### config.mk
export PLATFORM = sky130hd
export DESIGN_NAME = cla_vector_sequencer
export DESIGN_NICKNAME = d
export VERILOG_FILES = /design/src/rtl/cla_vector_sequencer.sv
export SDC_FILE = /design/constraint.sdc
export NUM_CORES = 1
export LEC_CHECK = 0
export ABC_AREA = 1
export BUFFER_PORTS_ARGS = -buffer_cell sky130_fd_sc_hd__buf_2
export CAP_MARGIN = 0
export CORE_ASPECT_RATIO = 0.7
export CORE_MARGIN = 3
export CORE_UTILIZATION = 45
export CTS_CLUSTER_DIAMETER = 100
export CTS_CLUSTER_SIZE = 25
export DETAILED_ROUTE_END_ITERATION = 8
export GPL_ROUTABILITY_DRIVEN = 0
export PLACE_DENSITY = 0.64
export SLEW_MARGIN = 15
export SYNTH_ARGS = -nofsm -noshare
export SYNTH_HDL_FRONTEND = slang
export SYNTH_SLANG_ARGS = --single-unit
### constraint.sdc
create_clock -name CLK -period 2 [get_ports CLK]
set_input_delay 0.2 -clock CLK [delete_from_list [all_inputs] [get_ports CLK]]
set_output_delay 0.2 -clock CLK [all_outputs]
set_load 0.005 [all_outputs]
### src/rtl/cla_vector_sequencer.sv
// Steps a 74182 carry-lookahead block through a range of {CN, GB, PB} vectors.
// Each vector is held for a settle time, then the five outputs are captured and returned on a valid/ready stream.
module cla_vector_sequencer #(
   parameter int         SETTLE_CYCLES = 2,
   parameter logic [8:0] IDLE_VEC      = 9'h1FF
) (
   input  logic       CLK,
   input  logic       RST,
   input  logic       START,
   input  logic       ABORT,
   input  logic [8:0] VEC_LO,
   input  logic [8:0] VEC_HI,
   output logic       CN,
   output logic [3:0] GB,
   output logic [3:0] PB,
   input  logic       PBo,
   input  logic       GBo,
   input  logic       CNX,
   input  logic       CNY,
   input  logic       CNZ,
   output logic       RES_VALID,
   input  logic       RES_READY,
   output logic [8:0] RES_VEC,
   output logic [4:0] RES_OUT,
   output logic [9:0] RES_COUNT,
   output logic       BUSY,
   output logic       DONE,
   output logic       ERR
);

   typedef enum logic [2:0] {IDLE, SETTLE, CAPTURE, EMIT, FIN} state_t;

   localparam logic [7:0] SETTLE_LOAD = 8'(SETTLE_CYCLES);

   state_t     state;
   logic [8:0] drive;
   logic [8:0] cur;
   logic [8:0] endVec;
   logic [7:0] settleCount;

   assign CN = drive[8];
   assign GB = drive[7:4];
   assign PB = drive[3:0];

   // ABORT overrides every state but IDLE; in IDLE it only masks a simultaneous START.
   always_ff @(posedge CLK) begin
      if (RST) begin
         state       <= IDLE;
         drive       <= IDLE_VEC;
         cur         <= 9'd0;
         endVec      <= 9'd0;
         settleCount <= 8'd0;
         RES_VALID   <= 1'b0;
         RES_VEC     <= 9'd0;
         RES_OUT     <= 5'd0;
         RES_COUNT   <= 10'd0;
         BUSY        <= 1'b0;
         DONE        <= 1'b0;
         ERR         <= 1'b0;
      end else begin
         DONE <= 1'b0;
         ERR  <= 1'b0;
         if (ABORT && state != IDLE) begin
            state     <= IDLE;
            RES_VALID <= 1'b0;
            drive     <= IDLE_VEC;
            BUSY      <= 1'b0;
         end else begin
            case (state)
               IDLE: begin
                  if (START && !ABORT) begin
                     if (VEC_LO <= VEC_HI) begin
                        cur         <= VEC_LO;
                        endVec      <= VEC_HI;
                        drive       <= VEC_LO;
                        settleCount <= SETTLE_LOAD;
                        RES_COUNT   <= 10'd0;
                        BUSY        <= 1'b1;
                        state       <= SETTLE;
                     end else begin
                        ERR <= 1'b1;
                     end
                  end
               end
               SETTLE: begin
                  settleCount <= settleCount - 8'd1;
                  if (settleCount == 8'd1) begin
                     state <= CAPTURE;
                  end
               end
               CAPTURE: begin
                  RES_OUT   <= {PBo, GBo, CNX, CNY, CNZ};
                  RES_VEC   <= cur;
                  RES_VALID <= 1'b1;
                  state     <= EMIT;
               end
               // The end test uses equality so a sweep ending at 9'h1FF stops without wrapping.
               EMIT: begin
                  if (RES_VALID && RES_READY) begin
                     RES_VALID <= 1'b0;
                     RES_COUNT <= RES_COUNT + 10'd1;
                     if (cur == endVec) begin
                        DONE  <= 1'b1;
                        state <= FIN;
                     end else begin
                        cur         <= cur + 9'd1;
                        drive       <= cur + 9'd1;
                        settleCount <= SETTLE_LOAD;
                        state       <= SETTLE;
                     end
                  end
               end
               FIN: begin
                  drive <= IDLE_VEC;
                  BUSY  <= 1'b0;
                  state <= IDLE;
               end
               default: begin
                  state <= IDLE;
               end
            endcase
         end
      end
   end

endmodule

==> results.md <==
* Critical Path RT at 2.26 ns
* CTS max path bufs at 2
* Commonest cells post-synth: nand2_1 (126), nor2_1 (76), dfxtp_1 (66), inv_1 (59), nand3_1 (49)
* Root buf cell: clkbuf_16
* Global-route wire length before repair at 16400 µm
* Worst Path Max Fanout at 10
* Post-synth EDFFs at 0
* Switching Share at 28.0%
* Starting Density at 47.8%
* Antenna Cells at 0
* MaxCap Viol Count at 0
* Post_cts resized at 0
* Avg Cell Area, Syn at 6.70 µm²
* Drt first-iter violations at 222
* Synth cell types at 35
* FF+latch count, synth at 66
* Die Wd at 113 µm
* Layout net count at 651
* H-Tree Depth at 3
* Largest net degree at the start of global routing at 26
* Total power at 3.81 mW
* Most used cell, CP: nand2_1
* Sink Count at 66
* FMAX at 0.546 GHz
* RSZ-0062 raised after global routing: no
* Data arrival, critical path at 2.09 ns
* Slowest cell delay on critical path at 0.47 ns
* Setup slack at placement at -0.0240 ns
* Average via count per standard cell at 5.17
* Via count at 3683
* Int Power at 2.74 mW
* Die Ht at 80.9 µm
* Leakage at 2.14 nW
* Io pins at 65
* Crit path kind: flop to flop
* Final setup viols at 0
* Global route overflow at 0
* Final WL at 9730 µm
* Post-route ant nets at 0
* Worst path slowest cell: dfxtp_1
* Syn_nets at 579
* Final HPWL DP at 7360 µm
* Final min period at 1.83 ns
* Switch Pwr at 1.07 mW
* Mapped cell area at 3610 µm²
* WL/cell at 13.7 µm
* Most common cell in the netlist: nand2_1
* Clock share of power at 42.2%
* Initial antenna violation count at 0
* Synth top area share at 36.6%
* Sequential power share at 39.1%
* VDD IR max at 0.566 mV
* Slew Limit Fails at 0
* Setup crit end kind: flop
* Post-synthesis sequential area ratio at 36.6%
* Hold Path Class: input pin to flop
* Syn Inst Count at 538
* Status: finished clean
* Met1 Routed Length at 4870 µm
* # fillers at 735
* Ys async rst share at 0%
* Cts bufs inserted at 9
* Power share of the combinational group at 18.7%
* Die footprint at 9140 µm²
* Post-CTS Hold Fix Bufs at 0
* Biggest area consumer among synthesized cells: dfxtp_1
* Core Rows at 26
* Core area at 7550 µm²
* Ys Warns at 0
* Clk_skew at 0.00482 ns
* Worst hold slack at 0.0945 ns
* Area added between synthesis and finish at 22.1%
* Vias in the first global route at 3380
* Final period utilization at 91.6%
* R2R depth at 10
* Routed wl met2 at 4030 µm
* Met3 routed WL at 660 µm
* Fin. Hold Viols at 0
* Initial DRT Pass Iterations at 5
* Pwr dens at 865 nW/µm²
* Max-Slew Margin vs Limit at 65.5%
* Port bufs at 64
* Ys flop type: dfxtp_1
* TritonCTS clock tree: done
* Worst Max-Slew Pin Slew at 0.518 ns
* Global-route usage over all layers at 22.4%
* Largest cells by area after synthesis: dfxtp_1 (37%), nand2_1 (13%), nor2_1 (7.9%)
* CP Launch Type: flop
* Setup Fix Bufs, Post-CTS at 0
* Fraction of layout cells with a size suffix above 1 at 18.6%
* Clock Latency Late Sink at 0.33 ns
* DR top layer: met4
* DRC at 0
* Hold Path Cell Cnt at 3
* Final WS setup at 0.169 ns
* Crit-path cells: inv_2, nand2_1, nand4_1, nor2_1, nand2_1, nand2_1, nand2_2, nand3_2, nand2_1, nand3_1
* Worst-path clk slew at 0.05 ns
-- worst paths after layout --
| kind | start | slack, ns | end |
|---|---|---|---|
| min | GBo | 0.09 | RES_OUT[3]$_SDFFE_PP0P_ |
| max | cur[4]$_SDFFE_PP0P_ | 0.17 | drive[6]$_SDFFE_PP1P_ |
| max reg2reg | cur[4]$_SDFFE_PP0P_ | 0.17 | drive[6]$_SDFFE_PP1P_ |
| min reg2reg | drive[3]$_SDFFE_PP1P_ | 0.45 | drive[3]$_SDFFE_PP1P_ |
-- cell families (layout without fill, tap and decap cells) --
logic type / after synthesis / after routing / synth area share, %
buffers and inverters: 82 / 158 / 9.20
DFF: 66 / 66 / 36.6
AOI/OAI and AO/OA: 71 / 71 / 10.4
muxes: 1 / 1 / 0.278
xor gates and xnor gates: 10 / 10 / 2.43
adders and majority gates: 13 / 13 / 4.51
and+or+nand+nor: 295 / 295 / 36.6
-- layout by cell type (no fill, tap or decap), drive strengths merged, types with 3 or more instances in the layout --
cell type / n
a21oi: 37
buf: 78
clkbuf: 13
clkinv: 3
dfxtp: 66
ha: 13
inv: 63
nand2: 131
nand3: 51
nand3b: 4
nand4: 16
nor2: 79
nor3: 9
o21ai: 31
xnor2: 4
xor2: 6
-- sequential cells by signal (all words and copies together) (netlist names), 3 cells and up --
| signal | cells |
|---|---|
| RES_COUNT | 10 |
| RES_OUT | 5 |
| RES_VEC | 9 |
| cur | 9 |
| drive | 9 |
| endVec | 9 |
| settleCount | 8 |
| state | 3 |
-- critical path, delay by kind of cell (launching register included) --
kind	cells	cell delay, ns
buffers and inverters	1	0.11
flip-flops	1	0.47
AND/OR/NAND/NOR	9	1.19
-- layer usage --
layer	up-vias	track usage, %
met1	1668	32.3
met5	-	0
li1	1881	-
met3	15	6.03
met2	119	32.3
met4	0	7.80
-- cell type report --
class                   count  area, µm²  share of cell area, %
clock buffers              13        270                   6.14
clock inverters             2       35.0                  0.796
inverters                  65        246                   5.60
multi-input cells         390       1960                   44.4
flip-flops and latches     66       1320                   30.0
well taps                  98        123                   2.78
repair buffers             78        450                   10.2
-- metrics by stage --
stage	TNS (ns)	util, %	cells	cell area [µm²]
after floorplan	0	-	538	3610
after CTS	0	58.3	712	4400
after global placement	0	54.2	697	4090
final	0	58.3	712	4400
after detailed placement	-0.114	54.2	697	4090
after global routing	0	58.3	712	4400
-- power groups by stage --
stage          Clock [mW]  Combinational [mW]  Sequential [mW]
6_report             1.61               0.713             1.49
5_1_grt              1.71               0.810             1.50
4_1_cts              1.65               0.707             1.49
3_5_place_dp            0               0.701             1.51
3_3_place_gp            0               0.689             1.51
2_1_floorplan           0               0.479             1.50
(Power assumes the default switching activity.)
